[config.mk]
export PLATFORM = sky130hd
export DESIGN_NAME = dec_stage_pipe
export DESIGN_NICKNAME = d
export VERILOG_FILES = /design/src/rtl/dec_pkg.sv /design/src/rtl/regfile_bypass.sv /design/src/rtl/dec_stage_pipe.sv
export SDC_FILE = /design/constraint.sdc
export NUM_CORES = 2
export LEC_CHECK = 0
export CELL_PAD_IN_SITES_DETAIL_PLACEMENT = 1
export CELL_PAD_IN_SITES_GLOBAL_PLACEMENT = 1
export CORE_MARGIN = 10
export CORE_UTILIZATION = 50
export DETAILED_ROUTE_END_ITERATION = 12
export PLACE_DENSITY_LB_ADDON = 0.25
export SLEW_MARGIN = 5
export SYNTH_ARGS = -nofsm -noshare
export SYNTH_HDL_FRONTEND = slang
export SYNTH_SLANG_ARGS = --single-unit
export TNS_END_PERCENT = 1
[constraint.sdc]
create_clock -name Clk -period 3.85 [get_ports Clk]
set_input_delay 0.385 -clock Clk [delete_from_list [all_inputs] [get_ports Clk]]
set_output_delay 0.385 -clock Clk [all_outputs]
set_load 0.05 [all_outputs]
[src/rtl/dec_pkg.sv]
// Shared decode constants: opcode map and immediate-extension modes for the
// pipelined decode stage.
package dec_pkg;

    localparam logic [5:0] OP_RTYPE = 6'h00;
    localparam logic [5:0] OP_B     = 6'h02;
    localparam logic [5:0] OP_BEQ   = 6'h04;
    localparam logic [5:0] OP_BNE   = 6'h05;
    localparam logic [5:0] OP_ANDI  = 6'h0C;
    localparam logic [5:0] OP_ORI   = 6'h0D;
    localparam logic [5:0] OP_LUI   = 6'h0F;
    localparam logic [5:0] OP_LW    = 6'h23;

    typedef enum logic [1:0] {
        IMM_SEXT = 2'd0,
        IMM_ZEXT = 2'd1,
        IMM_HI   = 2'd2,
        IMM_BR   = 2'd3
    } imm_mode_e;

    function automatic imm_mode_e imm_mode_of(input logic [5:0] opcode);
        imm_mode_e mode;
        case (opcode)
            OP_LUI:               mode = IMM_HI;
            OP_ANDI, OP_ORI:      mode = IMM_ZEXT;
            OP_BEQ, OP_BNE, OP_B: mode = IMM_BR;
            default:              mode = IMM_SEXT;
        endcase
        return mode;
    endfunction

endpackage

[src/rtl/regfile_bypass.sv]
// Two-read, one-write register file with x0 hardwired to zero and
// same-cycle write-through to both read ports.
module regfile_bypass #(
    parameter int DATA_W     = 32,
    parameter int REG_ADDR_W = 5
) (
    input  logic                  clk,
    input  logic                  reset,
    input  logic                  we,
    input  logic [REG_ADDR_W-1:0] waddr,
    input  logic [DATA_W-1:0]     wdata,
    input  logic [REG_ADDR_W-1:0] raddr_a,
    input  logic [REG_ADDR_W-1:0] raddr_b,
    output logic [DATA_W-1:0]     rdata_a,
    output logic [DATA_W-1:0]     rdata_b
);

    localparam int ENTRIES = 1 << REG_ADDR_W;

    logic [DATA_W-1:0] regs [ENTRIES];
    logic              wr_live;

    assign wr_live = we && (waddr != '0);

    always_ff @(posedge clk) begin
        if (!reset) begin
            for (int i = 0; i < ENTRIES; i++) begin
                regs[i] <= '0;
            end
        end else if (wr_live) begin
            regs[waddr] <= wdata;
        end
    end

    // The write in flight this cycle wins over stored contents.
    always_comb begin
        rdata_a = '0;
        rdata_b = '0;
        if (wr_live && (raddr_a == waddr)) begin
            rdata_a = wdata;
        end else if (raddr_a != '0) begin
            rdata_a = regs[raddr_a];
        end
        if (wr_live && (raddr_b == waddr)) begin
            rdata_b = wdata;
        end else if (raddr_b != '0) begin
            rdata_b = regs[raddr_b];
        end
    end

endmodule

[src/rtl/dec_stage_pipe.sv]
// Pipelined decode stage: register read with write-back bypass, immediate
// generation, load-use stall and a valid/ready ID/EX output register.
module dec_stage_pipe
    import dec_pkg::*;
#(
    parameter int DATA_W     = 32,
    parameter int REG_ADDR_W = 5
) (
    input  logic                  Clk,
    input  logic                  reset,
    input  logic                  in_valid,
    output logic                  in_ready,
    input  logic [31:0]           Instr,
    input  logic                  wb_we,
    input  logic [REG_ADDR_W-1:0] wb_addr,
    input  logic [DATA_W-1:0]     wb_alu,
    input  logic [DATA_W-1:0]     wb_mem,
    input  logic                  wb_sel,
    input  logic                  ex_valid,
    input  logic                  ex_is_load,
    input  logic [REG_ADDR_W-1:0] ex_rd,
    output logic                  out_valid,
    input  logic                  out_ready,
    output logic [DATA_W-1:0]     out_Immed,
    output logic [DATA_W-1:0]     out_RF_A,
    output logic [DATA_W-1:0]     out_RF_B,
    output logic [REG_ADDR_W-1:0] out_rd,
    output logic [5:0]            out_opcode
);

    function automatic logic [DATA_W-1:0] ext_imm(input imm_mode_e mode,
                                                  input logic [15:0] imm);
        logic [DATA_W-1:0] v;
        case (mode)
            IMM_HI:   v = DATA_W'({imm, 16'h0000});
            IMM_ZEXT: v = {{(DATA_W-16){1'b0}}, imm};
            IMM_BR:   v = {{(DATA_W-18){imm[15]}}, imm, 2'b00};
            default:  v = {{(DATA_W-16){imm[15]}}, imm};
        endcase
        return v;
    endfunction

    // ---- p0: decode and register read ----
    logic [5:0]            opcode_p0;
    logic [REG_ADDR_W-1:0] rs_p0, rt_p0, rdf_p0, rb_addr_p0, dst_p0;
    logic [15:0]           imm_p0;
    logic                  is_rtype_p0;
    logic [DATA_W-1:0]     wb_data_p0, rf_a_p0, rf_b_p0, immed_p0;
    logic                  stall_p0, advance_p0, accept_p0;

    assign opcode_p0   = Instr[31:26];
    assign rs_p0       = Instr[21 +: REG_ADDR_W];
    assign rt_p0       = Instr[16 +: REG_ADDR_W];
    assign rdf_p0      = Instr[11 +: REG_ADDR_W];
    assign imm_p0      = Instr[15:0];
    assign is_rtype_p0 = (opcode_p0 == OP_RTYPE);
    assign rb_addr_p0  = is_rtype_p0 ? rt_p0 : rdf_p0;
    assign dst_p0      = is_rtype_p0 ? rdf_p0 : rt_p0;
    assign immed_p0    = ext_imm(imm_mode_of(opcode_p0), imm_p0);
    assign wb_data_p0  = wb_sel ? wb_mem : wb_alu;

    regfile_bypass #(
        .DATA_W     (DATA_W),
        .REG_ADDR_W (REG_ADDR_W)
    ) u_rf (
        .clk     (Clk),
        .reset   (reset),
        .we      (wb_we),
        .waddr   (wb_addr),
        .wdata   (wb_data_p0),
        .raddr_a (rs_p0),
        .raddr_b (rb_addr_p0),
        .rdata_a (rf_a_p0),
        .rdata_b (rf_b_p0)
    );

    // The hazard check ignores in_valid so in_ready depends only on Instr and EX.
    assign stall_p0   = ex_valid && ex_is_load && (ex_rd != '0) &&
                        ((ex_rd == rs_p0) || (ex_rd == rb_addr_p0));
    assign advance_p0 = !out_valid || out_ready;
    assign in_ready   = advance_p0 && !stall_p0;
    assign accept_p0  = in_valid && in_ready;

    // ---- p1: ID/EX register ----
    logic                  vld_p1;
    logic [DATA_W-1:0]     immed_p1, rf_a_p1, rf_b_p1;
    logic [REG_ADDR_W-1:0] rd_p1;
    logic [5:0]            opcode_p1;

    always_ff @(posedge Clk) begin
        if (!reset) begin
            vld_p1    <= 1'b0;
            immed_p1  <= '0;
            rf_a_p1   <= '0;
            rf_b_p1   <= '0;
            rd_p1     <= '0;
            opcode_p1 <= '0;
        end else if (advance_p0) begin
            vld_p1 <= accept_p0;
            if (accept_p0) begin
                immed_p1  <= immed_p0;
                rf_a_p1   <= rf_a_p0;
                rf_b_p1   <= rf_b_p0;
                rd_p1     <= dst_p0;
                opcode_p1 <= opcode_p0;
            end
        end
    end

    assign out_valid  = vld_p1;
    assign out_Immed  = immed_p1;
    assign out_RF_A   = rf_a_p1;
    assign out_RF_B   = rf_b_p1;
    assign out_rd     = rd_p1;
    assign out_opcode = opcode_p1;

endmodule

==> impl_metrics.toml <==
[power]
combPwrFrac_pct = 17.1
switching_power_mw = 9.20
ir_worst_vdd_v = 0.000493
p_int_mw = 22.5
cellPowerDensity_nw_per_um2 = 463
p_leak_nw = 24.3
seq_power_share_pct = 46.3
p_sw_share_pct = 29.0
power_frac_clock_pct = 36.6

[clocking]
numCtsBuffers = 121
clk_path_buf_depth = 3
clkLatencyLatePin_ns = 0.74
ctsRootBufferMaster = "clkbuf_16"
clkSinkCount = 1132
post-cts-setup-buffers = 0
cts_tree = "done"
cts.repair.resized = 0
cts_hold_buf = 0
cts_htree_levels = 3
path_clk_slew_ns = 0.06

[hold_path]
hold_class = "in2reg"
hold_start = "reset"
whs_path_depth = 3
min_to = "out_RF_B[28]"

[placed_design]
io_buffers = 222
placed_area_um2 = 64600
place_hpwl_um = 157000
gp_congestion = 0.957

[final_layout]
syn_to_final_growth_pct = 17.6
final_layout_size_suffix_gt1_share_pct = 16.4
final_cell_mix = "nor2_1 (1153), edfxtp_1 (1024), nand2_1 (417)"
fill_cells = 11666
final_nets = 5469
final_area_um2 = 68400
layout_commonest_cell = "nor2_1"
fin_util_pct = 59.0

[route]
ant_nets = 0
wl_per_cell_um = 35.8
drc_errors = 0
drt_wl_total_um = 250000
first_pass_iters = 6
drtIter0Drc = 7475
vias_per_cell = 7.13
vias = 49761

[grt]
grt-ovfl-total = 0
grt_usage_pct = 37.1
antenna_found_initial = 11
first_global_vias = 51849
grt_pass1_wl_um = 357000
grt_max_degree = 73

[synthesis]
yosysSeqAreaShare_pct = 56.6
yosysUniqueCellTypes = 72
synth_edf_count = 1024
synthArstFlopShare_pct = 0
synthCells = 5140
synth_ff_type = "edfxtp_1"
syn_avg_cell_area_um2 = 11.3
ys_warn_count = 0
netlist_area_um2 = 58200
ys_ff_latch = 1132

[timing]
worstMarginPinSlew_ns = 1.34
fin_crit_sh_pct = 96.0
max_freq_mhz = 271
layout_min_cycle_time_ns = 3.69
finalMaxSlewViolations = 0
hold_viol_final = 0
setup_viol = 0
rsz0062_at_grt = "false"
finClkSkew_ns = 0.0310
slew_headroom_pct = 10.8

[floorplanning]
io_pins = 223
num_rows = 125
start_util_pct = 50.2
core_um2 = 116000
dieHeight_um = 361
fp.dieW_um = 361
die_area_um2 = 130000

[worst_setup_path]
end_kind = "flip-flop"
startpoint_type = "input port"
critPathRequiredTime_ns = 4.50
reg2reg_from = "u_rf.regs[15][2]"
worstSetupPathType = "in2reg"
r2r_end = "out_RF_B[2]"
path_max_fanout = 30
arrival_ns = 4.34
r2r_cells = 9
regToRegSetupSlack_ns = 1.10

[job]
max-cap-violations = 0

[outcome]
status = "completed"
## per-stage QoR
stage,power (mW),TNS (ns),setup slack (ns),std cells,hold WS [ns]
after detailed placement,20.1,-3.22,-0.374,6756,0.450
final,31.7,0,0.156,6982,0.0480
after floorplan,17.6,0,0.580,5171,0.532
after CTS,31.5,0,0.262,6981,0.0213
after global routing,32.3,0,0.0461,6981,0.0679
after global placement,19.9,-1.12,-0.297,6756,0.440
## worst max path at each step
stage	start	end	slack, ns	depth (start not counted)
after CTS	Instr[26]	in_ready	0.26	10
after floorplan	Instr[31]	in_ready	0.58	7
after global routing	Instr[26]	out_RF_B[2]	0.05	12
final	Instr[26]	out_RF_B[2]	0.16	12
after detailed placement	Instr[26]	out_RF_B[2]	-0.37	12
after global placement	Instr[26]	out_RF_B[2]	-0.30	12
## logic make-up after synthesis
kind of cell	count (synthesis)	synth area share (%)
AO/OA/AOI/OAI	974	11.6
XOR/XNOR	16	0.241
buffers and inverters	526	3.75
flip-flops	1132	56.6
multiplexers	639	14.9
other	1	0.00645
AND/OR/NAND/NOR	1852	12.9
## registers in the layout, summed over array words and instances (netlist names)
signal / flops
out_valid: 1
out_RF_B: 32
out_RF_A: 32
out_rd: 5
out_Immed: 32
u_rf.regs: 1024
out_opcode: 6
## routing by layer
metal | part of all wire (%) | vias up | GRT usage [%]
li1 | - | 19617 | -
met1 | 35 | 25074 | 45.5
met2 | 45 | 4082 | 57.9
met3 | 13 | 978 | 9.74
met4 | 7.3 | 10 | 23.8
met5 | 0.024 | - | 0
## critical path: stages
cell	delay (ns)
clkdlybuf4s50_1	0.44
buf_4	0.17
nor4b_1	0.57
nand2_1	0.36
nand2_4	0.29
buf_12	0.30
mux2i_1	0.15
a2111oi_0	0.84
buf_4	0.24
a31oi_1	0.09
o22a_1	0.29
a31oi_1	0.18
## cell type report
class / instances / area (µm²) / area share (%)
clock inverters: 57 / 420 / 0.615
multi-input cells: 3513 / 23800 / 34.8
inverters: 6 / 25.0 / 0.0366
flip-flops and latches: 1132 / 32900 / 48.1
repair buffers: 581 / 5880 / 8.60
well taps: 1524 / 1910 / 2.79
diodes: 1 / 2.50 / 0.00366
clock buffers: 168 / 3430 / 5.01
## power groups by stage
stage          registers, mW  clock network [mW]  logic [mW]
5_1_grt                 14.7                12.1        5.56
4_1_cts                 14.6                11.6        5.26
3_3_place_gp            14.8                   0        5.09
2_1_floorplan           15.1                   0        2.48
6_report                14.7                11.6        5.42
3_5_place_dp            14.9                   0        5.22
## Yosys cell counts, types with 16 or more instances
| cell type | number | area [µm²] |
|---|---|---|
| nor2_1 | 1157 | 4340 |
| edfxtp_1 | 1024 | 30700 |
| nand2_1 | 454 | 1700 |
| mux2i_1 | 398 | 3980 |
| clkbuf_1 | 369 | 1390 |
| mux4_2 | 176 | 3960 |
| a21oi_1 | 168 | 841 |
| o21ai_0 | 157 | 786 |
| dfxtp_1 | 108 | 2160 |
| nand3_1 | 97 | 485 |
| a31oi_1 | 96 | 601 |
| a221oi_1 | 91 | 797 |
| buf_2 | 91 | 455 |
| a211oi_1 | 76 | 571 |
| a22oi_1 | 69 | 518 |
| o211ai_1 | 65 | 488 |
| mux2_2 | 64 | 721 |
| a311oi_1 | 51 | 447 |
| and3_1 | 48 | 300 |
| nand2b_1 | 48 | 300 |
| buf_1 | 40 | 150 |
| a32oi_1 | 33 | 289 |
| o221ai_1 | 33 | 289 |
| o22ai_1 | 28 | 175 |
| a22o_1 | 26 | 228 |
| o32a_1 | 23 | 230 |
| buf_4 | 16 | 120 |
Power figures use the tool's default switching activity.
